<file path="src/rtl/seq_mult_param.sv">
// seq_mult_param: parametrised sequential shift-add multiplier.
// One multiply in flight at a time, behind a start/rdy handshake.
// The operands are WIDTH bits wide and the product is 2*WIDTH bits wide.
// signed_mode selects two's-complement or unsigned arithmetic for each operation.
// A completed multiply takes 2*WIDTH cycles and ends with a one-cycle done pulse.
// Optional build macro SEQ_MULT_ZERO_SKIP_EN: a start with a zero operand
// completes from IDLE without running the add/shift sequence.
module seq_mult_param #(
  parameter int WIDTH = 5,
  parameter int CNT_W = $clog2(WIDTH + 1)
) (
  input  logic                 clk,
  input  logic                 rst,
  input  logic                 start,
  input  logic                 signed_mode,
  input  logic [WIDTH-1:0]     multiplicand,
  input  logic [WIDTH-1:0]     multiplier,
  output logic [2*WIDTH-1:0]   product,
  output logic                 rdy,
  output logic                 done,
  output logic [1:0]           state
);

  typedef enum logic [1:0] {
    IDLE  = 2'b00,
    ADD   = 2'b01,
    SHIFT = 2'b10,
    BAD   = 2'b11
  } state_t;

  state_t             st;
  logic [WIDTH:0]     acc;      // {C,A}; in signed mode a sign-extended accumulator
  logic [WIDTH-1:0]   b_reg;
  logic [WIDTH-1:0]   q_reg;
  logic [CNT_W-1:0]   p_cnt;
  logic               mode_reg;

  logic [WIDTH:0]     b_ext;
  logic [WIDTH:0]     acc_add;
  logic [WIDTH:0]     acc_sh;
  logic [WIDTH-1:0]   q_sh;
  logic               shift_in;
  logic               zero_op;

  assign state = st;

`ifdef SEQ_MULT_ZERO_SKIP_EN
  assign zero_op = (multiplicand == '0) || (multiplier == '0);
`else
  assign zero_op = 1'b0;
`endif

  // Next accumulator values for the ADD step and for the right shift of {A,Q}.
  always_comb begin
    // NOTE: every signal gets a default first so no path leaves it unassigned (no latch).
    b_ext    = mode_reg ? {b_reg[WIDTH-1], b_reg} : {1'b0, b_reg};
    acc_add  = acc;
    if (q_reg[0]) begin
      // The final multiplier bit of a two's-complement operand carries negative weight.
      if (mode_reg && (p_cnt == CNT_W'(1)))
        acc_add = acc - b_ext;
      else
        acc_add = acc + b_ext;
    end
    shift_in = mode_reg & acc[WIDTH];
    acc_sh   = {shift_in, acc[WIDTH:1]};
    q_sh     = {acc[0], q_reg[WIDTH-1:1]};
  end

  // Controller FSM and datapath registers. The outputs are registered.
  always_ff @(posedge clk) begin
    if (rst) begin
      // NOTE: sequential state uses non-blocking assignments so all registers update together.
      st       <= IDLE;
      acc      <= '0;
      b_reg    <= '0;
      q_reg    <= '0;
      p_cnt    <= '0;
      mode_reg <= 1'b0;
      product  <= '0;
      rdy      <= 1'b1;
      done     <= 1'b0;
    end else begin
      done <= 1'b0;
      unique case (st)
        IDLE: begin
          rdy <= 1'b1;
          if (start) begin
            if (zero_op) begin
              // Zero fast path: the result is known, so the FSM stays idle.
              product <= '0;
              done    <= 1'b1;
            end else begin
              b_reg    <= multiplicand;
              q_reg    <= multiplier;
              mode_reg <= signed_mode;
              acc      <= '0;
              p_cnt    <= CNT_W'(WIDTH);
              rdy      <= 1'b0;
              st       <= ADD;
            end
          end
        end
        ADD: begin
          acc   <= acc_add;
          p_cnt <= p_cnt - CNT_W'(1);
          st    <= SHIFT;
        end
        SHIFT: begin
          acc   <= acc_sh;
          q_reg <= q_sh;
          if (p_cnt == '0) begin
            product <= {acc_sh[WIDTH-1:0], q_sh};
            done    <= 1'b1;
            rdy     <= 1'b1;
            st      <= IDLE;
          end else begin
            st <= ADD;
          end
        end
        default: begin
          // The unused encoding returns to IDLE.
          rdy <= 1'b1;
          st  <= IDLE;
        end
      endcase
    end
  end

endmodule

</file>
<file path="config.mk">
export PLATFORM = sky130hd
export DESIGN_NAME = seq_mult_param
export DESIGN_NICKNAME = d
export VERILOG_FILES = /design/src/rtl/seq_mult_param.sv
export SDC_FILE = /design/constraint.sdc
export NUM_CORES = 1
export LEC_CHECK = 0
export ABC_AREA = 1
export BUFFER_PORTS_ARGS = -buffer_cell sky130_fd_sc_hd__buf_2
export CORE_UTILIZATION = 33
export DETAILED_ROUTE_END_ITERATION = 16
export SYNTH_ARGS = -nofsm -noshare
export SYNTH_HDL_FRONTEND = slang
export SYNTH_SLANG_ARGS = --single-unit
</file>
<file path="constraint.sdc">
create_clock -name clk -period 1.9 [get_ports clk]
set_input_delay 0.285 -clock clk [delete_from_list [all_inputs] [get_ports clk]]
set_output_delay 0.285 -clock clk [all_outputs]
set_load 0.005 [all_outputs]
</file>
==> flow_summary_export.csv, run 1 <==
group,metric,value,unit
status,status,"finished, violations left",
status,violations,"setup timing",
routing,drtPass1Iterations,4,
timing,maxSlewViolCount,0,
floorplanning,pin_count,28,
layout,final_cells,367,
clocking,cts_sinks,34,
timing,slew_headroom,0.588,
timing,skew,0.00606,ns
grt,grt_pass1_vias,1446,
power_and_ir_drop,ir_drop,0.000491,V
routing,viasPerCell,4.60,
grt,grtUsageTotal,0.154,
routing,wl_met1,2020,um
worst_setup_path,critPathBufInv,5,
synthesis,seq_area_frac_synth,0.384,
clocking,cts-htree-levels,2,
worst_setup_path,cpMaxStageDelayCell,"dfxtp_2",
synthesis,synth.area.top_cells,"dfxtp_1, nand2_1, ha_1",
worst_setup_path,worst-r2r-setup-slack,-0.22,ns
floorplanning,die_h,75.3,um
synthesis,synth.avg_cell_area,7.27,um^2
worst_setup_path,crit_arrival,2.35,ns
synthesis,yosysWarnings,0,
worst_setup_path,critPathCaptureType,"flop",
layout,area_delta_synth_final,36.8,%
grt,grt_max_degree,23,
power_and_ir_drop,total_power,2.62,mW
clocking,clockRootBuffer,"clkbuf_8",
clocking,hold_buffers,0,
routing,post_drt_wl_per_cell,11.3,um
routing,drt_iter0_drc,50,
synthesis,synth_common_cells,"nand2_1, inv_1, dfxtp_1",
timing,rsz0062_at_grt,"yes",
worst_setup_path,reg2reg_depth,18,
min_path,min_from,"multiplicand[2]",
grt,gr-total-overflow,0,
worst_setup_path,critPathKind,"flop to flop",
worst_setup_path,critPathMostFrequentCell,"nand2_1",
placed_design,hpwl,2990,um
placed_design,port-buffer-count,27,
worst_setup_path,start_kind,"flop",
timing,max_freq,471,MHz
floorplanning,core-area,5140,um^2
clocking,clock_path_buffers,2,
layout,drive_gt1_frac,0.303,
timing,timing.hold.ws,0.252,ns
min_path,hp-class,"input port to flop",
power_and_ir_drop,p_leak,1.08,nW
timing,layout_worst_path_cycle_share,1.12,
timing,worst_slew_pin_slew,0.618,ns
routing,dr_total_vias,1690,
timing,hold_viol_final,0,
layout,largest_register_ffs,10,
routing,postRouteAntennaNets,0,
synthesis,yosysTopAreaCell,"dfxtp_1",
routing,wl,4160,um
worst_setup_path,cp_max_fo,3,
routing,wl_met3,90,um
clocking,path_clk_slew,0.08,ns
worst_setup_path,worstPathRequired,2.13,ns
clocking,cts_buffers,5,
min_path,holdPathEnd,"b_reg[2]$_SDFFE_PP0P_",
placed_design,dp.cells,351,
synthesis,ys.flop_type,"dfxtp_1",
job,drv_cap,0,
floorplanning,die_area,5670,um^2
worst_setup_path,cp_top_family,"simple AND/OR/NAND/NOR gates",
worst_setup_path,crit_chain,"inv_2, ha_4, inv_4, o31ai_4, xnor2_1, inv_1, ha_4, nand2_4, inv_2, nand2_1, nand2_1, nor2_2, inv_1, nand3_1, nand3_1, nand2_1, nand2_2, a21oi_2",
floorplanning,rows,26,
timing,finalCriticalPeriod,2.12,ns
placed_design,place_congestion,0.795,
synthesis,synth-seq-cells,34,
timing,finalSetupViolations,4,
layout,n_antenna_cell,0,
power_and_ir_drop,power.density,1080,nW/um^2
clocking,cts_tree,"done",
worst_setup_path,worstReg2RegEnd,"acc[5]$_SDFFE_PP0P_",
timing,worst_slack,-0.223,ns
grt,grt_antenna_before_repair,0,
synthesis,synth.distinct_cells,25,
synthesis,synth.net_count,272,
synthesis,async_flop_share,0,
worst_setup_path,r2r_start,"b_reg[1]$_SDFFE_PP0P_",
synthesis,yosysTopAreaCellShare,0.384,
layout,fin_nets,324,
synthesis,synth_enable_flop_cells,0,
layout,reg.largest.list,"product (10), acc (6)",
layout,regMostFlops,"product",
routing,route.met2.wl,1990,um
floorplanning,die_width,75.3,um
worst_setup_path,cpPeakStageDelay,0.33,ns
synthesis,syn-cell-area,1770,um^2
synthesis,synth.most_common_cell,"nand2_1",
routing,drc,0,
routing,routed.top_layer,"met4",
clocking,clock_latency,0.29,ns
min_path,hold_depth,3,
synthesis,syn_inst,244,
floorplanning,start_util,0.345,
grt,grt_pass1_wl,6490,um
[worst max path at each step]
stage                     startpoint                   to  cells past startpoint  slack, ns
2_1_floorplan  b_reg[0]$_SDFFE_PP0P_  acc[5]$_SDFFE_PP0P_                     16     0.0008
3_3_place_gp   p_cnt[1]$_SDFFE_PP0P_  acc[5]$_SDFFE_PP0P_                     17      -0.14
3_5_place_dp   p_cnt[1]$_SDFFE_PP0P_  acc[4]$_SDFFE_PP0P_                     14      -0.18
4_1_cts        p_cnt[1]$_SDFFE_PP0P_  acc[5]$_SDFFE_PP0P_                     17      -0.18
5_1_grt        p_cnt[1]$_SDFFE_PP0P_  acc[5]$_SDFFE_PP0P_                     18      -0.40
6_report       b_reg[1]$_SDFFE_PP0P_  acc[5]$_SDFFE_PP0P_                     18      -0.22
[placed cells by master (no fill, tap or decap), types with 2 or more instances in the layout]
cell type  instances
nand2_1           43
inv_1             31
dfxtp_1           31
o21ai_0           29
buf_2             27
buf_4             23
a21oi_1           19
nand3_1           17
nor2_1            16
ha_1               9
nand2_2            5
clkbuf_8           5
inv_2              4
ha_4               4
xor2_1             3
o22ai_1            3
dfxtp_2            3
nor2_4             2
o21ai_1            2
a21oi_2            2
bufinv_16          2
[tightest hold or removal path, stage by stage]
cell and delay (ns):
buf_2 0.07, o21ai_0 0.07, nor2_1 0.08
[timing repair]
action                     CTS  global route
gates resized for setup      6            20
pin swaps                    7            15
setup endpoints to repair    3             5
setup buffers                4             4
[metrics by stage]
| step | setup WS [ns] | area (um^2) | utilization | setup TNS, ns |
|---|---|---|---|---|
| after floorplan | 0.000792 | 1810 | - | 0 |
| after global placement | -0.140 | 2130 | 0.414 | -0.393 |
| after detailed placement | -0.182 | 2130 | 0.414 | -0.510 |
| after CTS | -0.178 | 2310 | 0.449 | -0.607 |
| after global routing | -0.404 | 2420 | 0.472 | -1.09 |
| final | -0.223 | 2420 | 0.472 | -0.565 |
[area by class of cell]
type	instances	area (um^2)
clock buffer	5	68.8
clock inverter	3	68.8
fill	550	2720
inverter	36	138
multi-input combinational	169	1070
sequential	34	684
tap	70	87.6
timing repair buffer	50	308
[kinds of logic (layout without fill, tap and decap cells)]
| group | count (synthesis) | in the layout | synth area share |
|---|---|---|---|
| AOI/OAI and AO/OA | 61 | 61 | 0.185 |
| buffers and inverters | 41 | 94 | 0.0868 |
| DFF | 34 | 34 | 0.384 |
| xor gates and xnor gates | 5 | 5 | 0.0247 |
| and+or+nand+nor | 89 | 89 | 0.217 |
| adders and majority gates | 14 | 14 | 0.103 |
[routing by layer]
layer	track usage	up-vias
met5	0	-
met4	0.0617	0
met3	0.0317	6
met2	0.242	18
met1	0.206	769
li1	-	897
[where the power goes]
| part | switching [mW] | internal (mW) | total (mW) |
|---|---|---|---|
| logic | 0.509 | 0.458 | 0.967 |
| registers | 0.0594 | 0.785 | 0.844 |
| clock network | 0.282 | 0.526 | 0.808 |
No activity file was read; power rests on OpenSTA's default activity.
==> run 2: changes to the inputs <==
--- a/config.mk
+++ b/config.mk
@@ -9,6 +9,7 @@
 export BUFFER_PORTS_ARGS = -buffer_cell sky130_fd_sc_hd__buf_2
 export CORE_UTILIZATION = 33
 export DETAILED_ROUTE_END_ITERATION = 16
+export GPL_TIMING_DRIVEN = 0
 export SYNTH_ARGS = -nofsm -noshare
 export SYNTH_HDL_FRONTEND = slang
 export SYNTH_SLANG_ARGS = --single-unit
==> run 2 against run 1 <==
The flow still finishes with violations (setup timing). Non-clock buffer count shrank 14. Critical path depth decreased by 2. Sequential share of layout area rose by 2.7 points. Final cell count shrank 3.8%. Register-to-register slack improved by 0.06 ns. Utilization decreased by 4.1 points. Cell area decreased by 8.8%. Worst hold slack lost 0.033 ns. Clock skew shrank 0.0025 ns. Worst setup slack better by 0.057 ns. Combinational power down 20%. Wire length shrank 0.60%. Critical endpoint unchanged. Largest power group is now registers.
==> flow_summary_export.csv, run 2 (same netlist as run 1, synthesis figures left out) <==
group,metric,value,unit
status,status,"finished, violations left",
status,violations,"setup timing",
routing,drt_iter0_drc,55,
routing,wl,4140,um
clocking,cts_sinks,34,
floorplanning,die_h,75.3,um
power_and_ir_drop,ir_drop,0.000489,V
placed_design,hpwl,3120,um
timing,setup-tns-final,-0.430,ns
placed_design,dp.cells,341,
clocking,clockRootBuffer,"clkbuf_8",
timing,finalCriticalPeriod,2.07,ns
grt,grtUsageTotal,0.166,
layout,layout_commonest_cell,"nand2_1",
clocking,path_clk_slew,0.07,ns
routing,drtPass1Iterations,4,
floorplanning,die_area,5670,um^2
floorplanning,die_width,75.3,um
clocking,cts_buffers,5,
layout,final_cells,353,
placed_design,place_congestion,0.809,
power_and_ir_drop,power.density,985,nW/um^2
layout,largest_register_ffs,10,
power_and_ir_drop,p_leak,0.976,nW
layout,area_delta_synth_final,24.8,%
timing,rsz0062_at_grt,"yes",
power_and_ir_drop,total_power,2.18,mW
timing,finalSetupViolations,3,
routing,post_drt_wl_per_cell,11.7,um
layout,final_cell_mix,"nand2_1, inv_1, o21ai_0, dfxtp_1, buf_2",
floorplanning,rows,26,
layout,drive_gt1_frac,0.240,
floorplanning,core-area,5140,um^2
worst_setup_path,critPathKind,"flop to flop",
layout,reg.largest.list,"product (10), acc (6)",
worst_setup_path,worstPathRequired,2.12,ns
worst_setup_path,start_kind,"flop",
worst_setup_path,critPathCaptureType,"flop",
routing,viasPerCell,4.78,
grt,grt_pass1_wl,7000,um
timing,worst_slew_pin_slew,0.513,ns
layout,regMostFlops,"product",
timing,hold_viol_final,0,
timing,layout_worst_path_cycle_share,1.09,
routing,postRouteAntennaNets,0,
layout,n_antenna_cell,0,
timing,max_freq,484,MHz
timing,worst_slack,-0.165,ns
clocking,clock_latency,0.29,ns
placed_design,port-buffer-count,27,
grt,grt_pass1_vias,1559,
worst_setup_path,cp_max_fo,4,
placed_design,pre_cts_ws,-0.221,ns
layout,fin_nets,310,
floorplanning,pin_count,28,
grt,grt_antenna_before_repair,0,
timing,skew,0.00359,ns
clocking,cts-htree-levels,2,
timing,slew_headroom,0.658,
timing,maxSlewViolCount,0,
clocking,clock_path_buffers,2,
min_path,hp-class,"input port to flop",
grt,grt_max_degree,12,
clocking,hold_buffers,0,
floorplanning,start_util,0.345,
clocking,cts_tree,"done",
worst_setup_path,crit_arrival,2.29,ns
routing,dr_total_vias,1689,
job,drv_cap,0,
layout,fillers,576,
grt,gr-total-overflow,0,
routing,drc,0,
## run 2: worst max-delay path, cell delays in order (launching register included)
cell	delay (ns)
dfxtp_2	0.34
inv_4	0.07
ha_4	0.14
nand3_4	0.11
nand2_2	0.09
xor2_1	0.18
ha_1	0.29
buf_4	0.15
nand2_1	0.06
nor3_2	0.04
nor2_2	0.13
inv_1	0.05
nand3_1	0.07
nand3_1	0.06
nand2_1	0.07
nand2_1	0.06
a21oi_2	0.11
## run 2: power breakdown
group / internal, mW / switching [mW]
Sequential: 0.785 / 0.0599
Combinational: 0.317 / 0.457
Clock: 0.291 / 0.270
## run 2: area by class of cell
cell class	count	area, um^2	share of cell area
Tap cell	70	87.6	0.0396
Buffer	5	21.3	0.00962
Multi-Input combinational cell	169	1020	0.462
Clock inverter	2	12.5	0.00566
Inverter	36	138	0.0622
Sequential cell	34	684	0.309
Timing Repair Buffer	31	165	0.0747
Clock buffer	6	82.6	0.0373
## run 2: timing repair
item | 4_1_cts | 5_1_grt
endpoints found under the setup margin | 3 | 17
resized for setup | 9 | 11
pin swaps | 8 | 6
buffers inserted | 3 | 1
## run 2: path summary, 6_finish.rpt
path / endpoint / slack, ns / startpoint / cells after the start
max: acc[5]$_SDFFE_PP0P_ / -0.17 / p_cnt[1]$_SDFFE_PP0P_ / 16
max reg2reg: acc[5]$_SDFFE_PP0P_ / -0.17 / p_cnt[1]$_SDFFE_PP0P_ / 16
min: done$_SDFF_PP0_ / 0.22 / rst / 2
min reg2reg: acc[0]$_SDFFE_PP0P_ / 0.47 / acc[0]$_SDFFE_PP0P_ / 2
## run 2: layer usage
| metal | track usage | share of wire | up-vias |
|---|---|---|---|
| li1 | - | - | 872 |
| met4 | 0.0494 | 0.014 | 0 |
| met5 | 0 | 0 | - |
| met1 | 0.216 | 0.47 | 784 |
| met3 | 0.0476 | 0.036 | 6 |
| met2 | 0.269 | 0.48 | 27 |
## run 2: per-stage QoR
| step | area (um^2) | utilization | hold WS, ns |
|---|---|---|---|
| floorplan | 1810 | - | 0.368 |
| global placement | 2030 | 0.395 | 0.456 |
| detailed placement | 2030 | 0.395 | 0.457 |
| CTS | 2180 | 0.423 | 0.217 |
| global route | 2210 | 0.430 | 0.226 |
| finish | 2210 | 0.430 | 0.219 |
